[src/rtl/conv33_window_if.sv]
// Handshake bundle between the pixel source, the 3x3 window generator and the
// convolution calculator that consumes its windows.
interface conv33_window_if #(
   parameter int DATA_WIDTH = 8
);
   logic                         in_valid;
   logic                         in_ready;
   logic signed [DATA_WIDTH-1:0] in_data;
   logic                         win_valid;
   logic                         win_ready;
   logic signed [DATA_WIDTH-1:0] data_0_0;
   logic signed [DATA_WIDTH-1:0] data_0_1;
   logic signed [DATA_WIDTH-1:0] data_0_2;
   logic signed [DATA_WIDTH-1:0] data_1_0;
   logic signed [DATA_WIDTH-1:0] data_1_1;
   logic signed [DATA_WIDTH-1:0] data_1_2;
   logic signed [DATA_WIDTH-1:0] data_2_0;
   logic signed [DATA_WIDTH-1:0] data_2_1;
   logic signed [DATA_WIDTH-1:0] data_2_2;
   logic                         frame_done;

   modport master (
      output in_valid, in_data, win_ready,
      input  in_ready, win_valid, frame_done,
      input  data_0_0, data_0_1, data_0_2,
      input  data_1_0, data_1_1, data_1_2,
      input  data_2_0, data_2_1, data_2_2
   );

   modport slave (
      input  in_valid, in_data, win_ready,
      output in_ready, win_valid, frame_done,
      output data_0_0, data_0_1, data_0_2,
      output data_1_0, data_1_1, data_1_2,
      output data_2_0, data_2_1, data_2_2
   );
endinterface

[src/rtl/conv33_window.sv]
// Streaming 3x3 sliding-window generator: two line buffers plus per-row
// column taps, emitting every fully populated window with a valid/ready pair.
module conv33_window #(
   parameter int DATA_WIDTH = 8,
   parameter int IMG_W      = 28,
   parameter int IMG_H      = 28
) (
   input logic           clk,
   input logic           rst_n,
   conv33_window_if.slave bus
);
   localparam int COL_W = $clog2(IMG_W);
   localparam int ROW_W = $clog2(IMG_H);

   typedef logic signed [DATA_WIDTH-1:0] pix_t;

   logic [COL_W-1:0] r_col;
   logic [ROW_W-1:0] r_row;
   pix_t             r_lb_a [IMG_W];
   pix_t             r_lb_b [IMG_W];
   pix_t             r_tap  [3][2];
   pix_t             r_win  [3][3];
   logic             r_win_valid;
   logic             r_frame_done;

   logic w_acc;
   logic w_emit;
   logic w_last_col;
   logic w_last_row;
   pix_t w_col [3];

   assign bus.in_ready = !r_win_valid || bus.win_ready;
   assign w_acc        = bus.in_valid && bus.in_ready;
   assign w_last_col   = (r_col == COL_W'(IMG_W - 1));
   assign w_last_row   = (r_row == ROW_W'(IMG_H - 1));
   assign w_emit       = w_acc && (r_row >= ROW_W'(2))
                               && (r_col >= COL_W'(2));

   // Column entering the window: oldest row, middle row, incoming pixel.
   assign w_col[0] = r_lb_b[r_col];
   assign w_col[1] = r_lb_a[r_col];
   assign w_col[2] = bus.in_data;

   always_ff @(posedge clk) begin
      if (w_acc) begin
         r_lb_b[r_col] <= w_col[1];
         r_lb_a[r_col] <= w_col[2];
      end
   end

   always_ff @(posedge clk or negedge rst_n) begin
      if (!rst_n) begin
         r_col        <= '0;
         r_row        <= '0;
         r_win_valid  <= 1'b0;
         r_frame_done <= 1'b0;
         for (int i = 0; i < 3; i++) begin
            for (int j = 0; j < 2; j++) r_tap[i][j] <= '0;
            for (int j = 0; j < 3; j++) r_win[i][j] <= '0;
         end
      end else begin
         r_frame_done <= w_acc && w_last_col && w_last_row;
         if (w_acc) begin
            for (int i = 0; i < 3; i++) begin
               r_tap[i][0] <= r_tap[i][1];
               r_tap[i][1] <= w_col[i];
            end
            if (w_last_col) begin
               r_col <= '0;
               r_row <= w_last_row ? '0 : r_row + 1'b1;
            end else begin
               r_col <= r_col + 1'b1;
            end
         end
         // A new window may replace a consumed one in the same cycle.
         if (w_emit) begin
            for (int i = 0; i < 3; i++) begin
               r_win[i][0] <= r_tap[i][0];
               r_win[i][1] <= r_tap[i][1];
               r_win[i][2] <= w_col[i];
            end
            r_win_valid <= 1'b1;
         end else if (bus.win_ready) begin
            r_win_valid <= 1'b0;
         end
      end
   end

   assign bus.win_valid  = r_win_valid;
   assign bus.frame_done = r_frame_done;
   assign bus.data_0_0   = r_win[0][0];
   assign bus.data_0_1   = r_win[0][1];
   assign bus.data_0_2   = r_win[0][2];
   assign bus.data_1_0   = r_win[1][0];
   assign bus.data_1_1   = r_win[1][1];
   assign bus.data_1_2   = r_win[1][2];
   assign bus.data_2_0   = r_win[2][0];
   assign bus.data_2_1   = r_win[2][1];
   assign bus.data_2_2   = r_win[2][2];
endmodule

[src/flat_wrapper.sv]
// flat-port wrapper written by rule: the top's interface ports become plain ports
module conv33_window_flat 
#(
   parameter int DATA_WIDTH = 8,
   parameter int IMG_W      = 28,
   parameter int IMG_H      = 28
)
  (clk, rst_n, bus_in_valid, bus_in_data, bus_win_ready, bus_in_ready, bus_win_valid, bus_frame_done, bus_data_0_0, bus_data_0_1, bus_data_0_2, bus_data_1_0, bus_data_1_1, bus_data_1_2, bus_data_2_0, bus_data_2_1, bus_data_2_2);
  conv33_window_if #(.DATA_WIDTH(DATA_WIDTH)) bus_i ();
  input logic clk;
  input logic rst_n;
  input wire logic [$bits(bus_i.in_valid)-1:0] bus_in_valid;
  input wire logic [$bits(bus_i.in_data)-1:0] bus_in_data;
  input wire logic [$bits(bus_i.win_ready)-1:0] bus_win_ready;
  output wire logic [$bits(bus_i.in_ready)-1:0] bus_in_ready;
  output wire logic [$bits(bus_i.win_valid)-1:0] bus_win_valid;
  output wire logic [$bits(bus_i.frame_done)-1:0] bus_frame_done;
  output wire logic [$bits(bus_i.data_0_0)-1:0] bus_data_0_0;
  output wire logic [$bits(bus_i.data_0_1)-1:0] bus_data_0_1;
  output wire logic [$bits(bus_i.data_0_2)-1:0] bus_data_0_2;
  output wire logic [$bits(bus_i.data_1_0)-1:0] bus_data_1_0;
  output wire logic [$bits(bus_i.data_1_1)-1:0] bus_data_1_1;
  output wire logic [$bits(bus_i.data_1_2)-1:0] bus_data_1_2;
  output wire logic [$bits(bus_i.data_2_0)-1:0] bus_data_2_0;
  output wire logic [$bits(bus_i.data_2_1)-1:0] bus_data_2_1;
  output wire logic [$bits(bus_i.data_2_2)-1:0] bus_data_2_2;
  assign bus_i.in_valid = bus_in_valid;
  assign bus_i.in_data = bus_in_data;
  assign bus_i.win_ready = bus_win_ready;
  assign bus_in_ready = bus_i.in_ready;
  assign bus_win_valid = bus_i.win_valid;
  assign bus_frame_done = bus_i.frame_done;
  assign bus_data_0_0 = bus_i.data_0_0;
  assign bus_data_0_1 = bus_i.data_0_1;
  assign bus_data_0_2 = bus_i.data_0_2;
  assign bus_data_1_0 = bus_i.data_1_0;
  assign bus_data_1_1 = bus_i.data_1_1;
  assign bus_data_1_2 = bus_i.data_1_2;
  assign bus_data_2_0 = bus_i.data_2_0;
  assign bus_data_2_1 = bus_i.data_2_1;
  assign bus_data_2_2 = bus_i.data_2_2;
  conv33_window #(.DATA_WIDTH(DATA_WIDTH), .IMG_W(IMG_W), .IMG_H(IMG_H)) u_core (.clk(clk), .rst_n(rst_n), .bus(bus_i));
endmodule
[config.mk]
export PLATFORM = sky130hd
export DESIGN_NAME = conv33_window_flat
export DESIGN_NICKNAME = d
export VERILOG_FILES = /design/src/rtl/conv33_window_if.sv /design/src/rtl/conv33_window.sv /design/src/flat_wrapper.sv
export SDC_FILE = /design/constraint.sdc
export NUM_CORES = 1
export LEC_CHECK = 0
export BUFFER_PORTS_ARGS = -buffer_cell sky130_fd_sc_hd__buf_2
export CORE_MARGIN = 2
export CORE_UTILIZATION = 55
export DETAILED_ROUTE_END_ITERATION = 16
export MAX_ROUTING_LAYER = met4
export PLACE_DENSITY = 0.75
export SLEW_MARGIN = 25
export SYNTH_ARGS = -nofsm -noshare
export SYNTH_HDL_FRONTEND = slang
export SYNTH_SLANG_ARGS = --single-unit
[constraint.sdc]
create_clock -name clk -period 2.85 [get_ports clk]
set_clock_uncertainty 0.15 [all_clocks]
set_input_delay 0.57 -clock clk [delete_from_list [all_inputs] [get_ports clk]]
set_output_delay 0.57 -clock clk [all_outputs]
set_load 0.02 [all_outputs]
Yosys cells after proc, flatten, opt, wreduce, memory -nomap -nowiden

Memories as Yosys holds them, arrays and structs flattened.
Cells that the tools add are included.

Register bits: 132
Latch bits: 0
RAM bits: 448
Bits in read-only memories: 0
Input port bits: 12
Output and inout bits: 75
Word-level logic and storage cells: 42
Memories kept: 2

$add $sub $neg: 2
Multipliers: 0
Div/mod/pow operators: 0
Magnitude comparators: 2
Equality and inequality tests: 2
Shift-type cells: 0
Mux-type cells: 6
Bitwise gates (word level): 0
Reductions and logical operators: 9

Memories:

| name          | depth | width | read ports | clocked after memory_dff | write ports | line                | RTL |
|---|---|---|---|---|---|---|---|
| u_core.r_lb_a | 28    | 8     | 1          | 0                        | 1           | conv33_window.sv:19 | `pix_t r_lb_a [IMG_W];` |
| u_core.r_lb_b | 28    | 8     | 1          | 0                        | 1           | conv33_window.sv:20 | `pix_t r_lb_b [IMG_W];` |

Operators by type and width:

| operator              | number |
|---|---|
| $add A5 B1 Y5 const B | 2 |
| $eq A5 B5 Y1 const B  | 2 |
| $ge A5 B2 Y1 const B  | 2 |
| $mux W5               | 2 |
| $logic_and A1 B1 Y1   | 5 |
| $mux W1               | 4 |
| $reduce_and A2 Y1     | 1 |
| $reduce_bool A2 Y1    | 1 |
| $logic_not A1 Y1      | 1 |
| $logic_or A1 B1 Y1    | 1 |

Depth between registers and ports, before layout

Depth in word-level cells: 6
Gate-level depth with buffers: 9

Worst setup path after synthesis

Ideal clock, no wire load.

Path type: input-to-reg
Start: input bus_win_ready
End: memory u_core.r_lb_a[24][0] in the netlist's numbering (enable)
Library setup time: 0.409 ns
Arrival: 2.864 ns
Setup slack: -0.573 ns
Cell stages on the path: 6
Path through: nand2b_1 and2_1 clkbuf_1 buf_1 nand2_1 nor3_1

Cells in the longest elaborated chain, start to end: 4

RTL lines:

| item                          | line                | RTL |
|---|---|---|
| from (decl)                   | flat_wrapper.sv:14  | `input wire logic [$bits(bus_i.win_ready)-1:0] bus_win_ready;` |
| $logic_or A1 B1 Y1            | conv33_window.sv:32 | `assign bus.in_ready = !r_win_valid \|\| bus.win_ready;` |
| $logic_and A1 B1 Y1           | conv33_window.sv:33 | `assign w_acc = bus.in_valid && bus.in_ready;` |
| $mux W1                       | conv33_window.sv:45 | `if (w_acc) begin` |
| $mux W1 (implied by the code) | conv33_window.sv:47 | `r_lb_a[r_col] <= w_col[2];` |
| to (decl)                     | conv33_window.sv:19 |  |

Every way passes these cells.

==> flow_summary.json <==
{
  "top_regs": "u_core.r_lb_a x224, u_core.r_lb_b x224, u_core.r_tap x48",
  "final.setup.worst_slack_ns": 0.0784,
  "cp-start-kind": "register",
  "drv_slew": 0,
  "clock-root-buffer": "clkbuf_16",
  "grt-ovfl-total": 0,
  "end_kind": "register",
  "grt_pass1_wl_um": 77500,
  "ir_drop_uv": 664,
  "drc": 0,
  "num_vias": 12600,
  "dieArea_sq_um": 42700,
  "critPathKind": "register to register",
  "cp_max_fo": 32,
  "synth_seq_area_share_pct": 74.2,
  "layout-area-overhead-vs-synth_pct": 15.9,
  "cts_sinks": 580,
  "utilization_pct": 64.3,
  "cts_setup_buffers": 0,
  "drt-total-wl_um": 52400,
  "core_sq_um": 40600,
  "path_clk_slew_ns": 0.07,
  "gp_congestion": 0.903,
  "grt_pass1_vias": 12300,
  "yosys.area.top_type": "edfxtp_1",
  "synth_seq_cells": 580,
  "max_freq_ghz": 0.361,
  "cts_tree": "built",
  "synth_edf_count": 448,
  "n_antenna_cell": 0,
  "maxCapViolCount": 0,
  "synth_nets": 1328,
  "syn_inst": 1310,
  "die_w_um": 207,
  "dp_slack_ns": 0.0911,
  "placedCellCount": 1972,
  "yosysWarnings": 0,
  "antenna_found_initial": 1,
  "dp_hpwl_um": 33500,
  "rows": 74,
  "ys_async_sr_fraction_pct": 22.8,
  "yosysTopAreaCellShare_pct": 59.6,
  "setup_viol_count_final": 0,
  "drtPass1Iterations": 5,
  "htreeDepth": 2,
  "grt_util_met2_pct": 39.7,
  "layout_min_cycle_time_ns": 2.77,
  "grtUsageMet3_pct": 5.97,
  "avgSynthCellArea_sq_um": 17.2,
  "post-route-period-util_pct": 97.3,
  "layout-drive-gt1-share_pct": 24.1,
  "hold_path_class": "input port to register",
  "cts_buffers": 55,
  "antenna_left": 0,
  "rsz0062_at_grt": "no",
  "tightest_slew_ns": 0.813,
  "synthDistinctLibCells": 54,
  "dieHeight_um": 207,
  "final_nets": 1516,
  "ios": 87,
  "p_per_area_nw_per_um2": 1090,
  "leakage_nw": 10.0,
  "critPathRequiredTime_ns": 3.15,
  "synth_area_leaders": "edfxtp_1, dfrtp_1, mux2i_1",
  "grt_usage_pct": 25.6,
  "drt-initial-drc-count": 1411,
  "status": "finished, final reports clean",
  "clkLatencyLatePin_ns": 0.58,
  "max_slew_margin_pct": 45.8,
  "critPathArrivalTime_ns": 3.07,
  "fin_cells": 2072,
  "wire_per_inst_um": 25.3,
  "grt_max_degree": 68,
  "start_util_pct": 55.5,
  "busiest_layer": "met2",
  "via_per_inst": 6.07,
  "synth-main-ff-cell": "edfxtp_1",
  "io_buffers": 86,
  "netlist_area_sq_um": 22600,
  "global_route.usage.met1_pct": 33.6,
  "clockBufferDepth": 3,
  "hold_viol": 0
}
==> power by group <==
group          internal [mW]  total [mW]  switching [mW]
logic                   3.45        9.07            5.62
clock network           4.04        7.02            2.98
registers               11.7        12.3           0.678
==> final timing paths <==
kind	from	end	slack (ns)	cells after the start
worst max-delay path	u_core.r_col[0]	u_core.bus.data_1_2[0]	0.08	8
worst min-delay path	bus_win_ready	u_core.bus.win_valid	0.27	4
worst max register to register	u_core.r_col[0]	u_core.bus.data_1_2[0]	0.08	8
worst min register to register	u_core.r_tap[13]	u_core.r_tap[13]	0.32	2
max in group asynchronous	rst_n	u_core.r_tap[13]	1.39	3
min in group asynchronous	rst_n	u_core.r_row[1]	0.42	2
==> layout by cell type (no fill, tap or decap), drive strengths merged, types with 11 or more instances in the layout <==
master / instances
nor3: 12
nand3: 14
clkinv: 20
nor4: 11
mux4: 27
clkbuf: 75
edfxtp: 448
mux2i: 173
buf: 199
mux2: 78
o22ai: 71
nor2: 46
a31oi: 13
nand2: 131
dfrtp: 132
==> logic make-up after synthesis <==
group           share of synthesized area [%]
compound gates                           3.51
xor+xnor                               0.0388
fa+ha+maj                               0.333
buf+inv                                  2.17
flops                                    74.2
mux                                      14.3
simple gates                             5.42
==> what timing repair did <==
item / in CTS / in global routing
hold buffers: 1 / 0
setup endpoints to repair: 0 / 27
gates resized for setup: 0 / 3
hold endpoints to repair: 65 / 0
==> worst max-delay path: stages, from the launching register on <==
cell and delay [ns]:
dfrtp_4 0.55, buf_12 0.27, buf_4 0.29, mux2i_1 0.29, o22ai_1 0.12, a211oi_2 0.25, nand2_1 0.19, buf_12 0.23
mux2_2 0.27
==> cell usage after synthesis, drive strengths merged, types with 6 or more instances <==
cell type  count
buf           54
o22ai         71
mux2i        173
mux4          27
a31oi         13
nand4          7
clkbuf        15
a211oi         7
nand3         14
a21oi          7
nor2          46
dfrtp        132
edfxtp       448
o21ai          8
mux2          78
nor4          11
nand2        131
ha             6
nor3          12
==> metrics by stage <==
step                hold WS (ns)  setup TNS, ns  power, mW  area, sq um
floorplan                  0.124         -37.88       17.8        22600
finish                     0.274              0       28.4        26200
global placement           0.304              0       21.1        24400
global route               0.301              0       29.6        26200
detailed placement         0.309              0       21.5        24400
CTS                        0.259              0       28.5        26100
==> routing by layer <==
layer / vias to the layer above / wire [um]
met5: - / 0
li1: 5446 / -
met1: 6414 / 20900
met3: 112 / 4750
met2: 613 / 25100
met4: 0 / 1630
==> layout make-up <==
| class | instances | area (sq um) |
|---|---|---|
| clock buffer | 75 | 1540 |
| clock inverter | 24 | 190 |
| fill | 2714 | 14500 |
| inverter | 6 | 22.5 |
| multi-input combinational | 655 | 5370 |
| sequential | 580 | 16800 |
| tap | 532 | 666 |
| timing repair buffer | 200 | 1600 |
No activity file was read; power rests on OpenSTA's default activity.
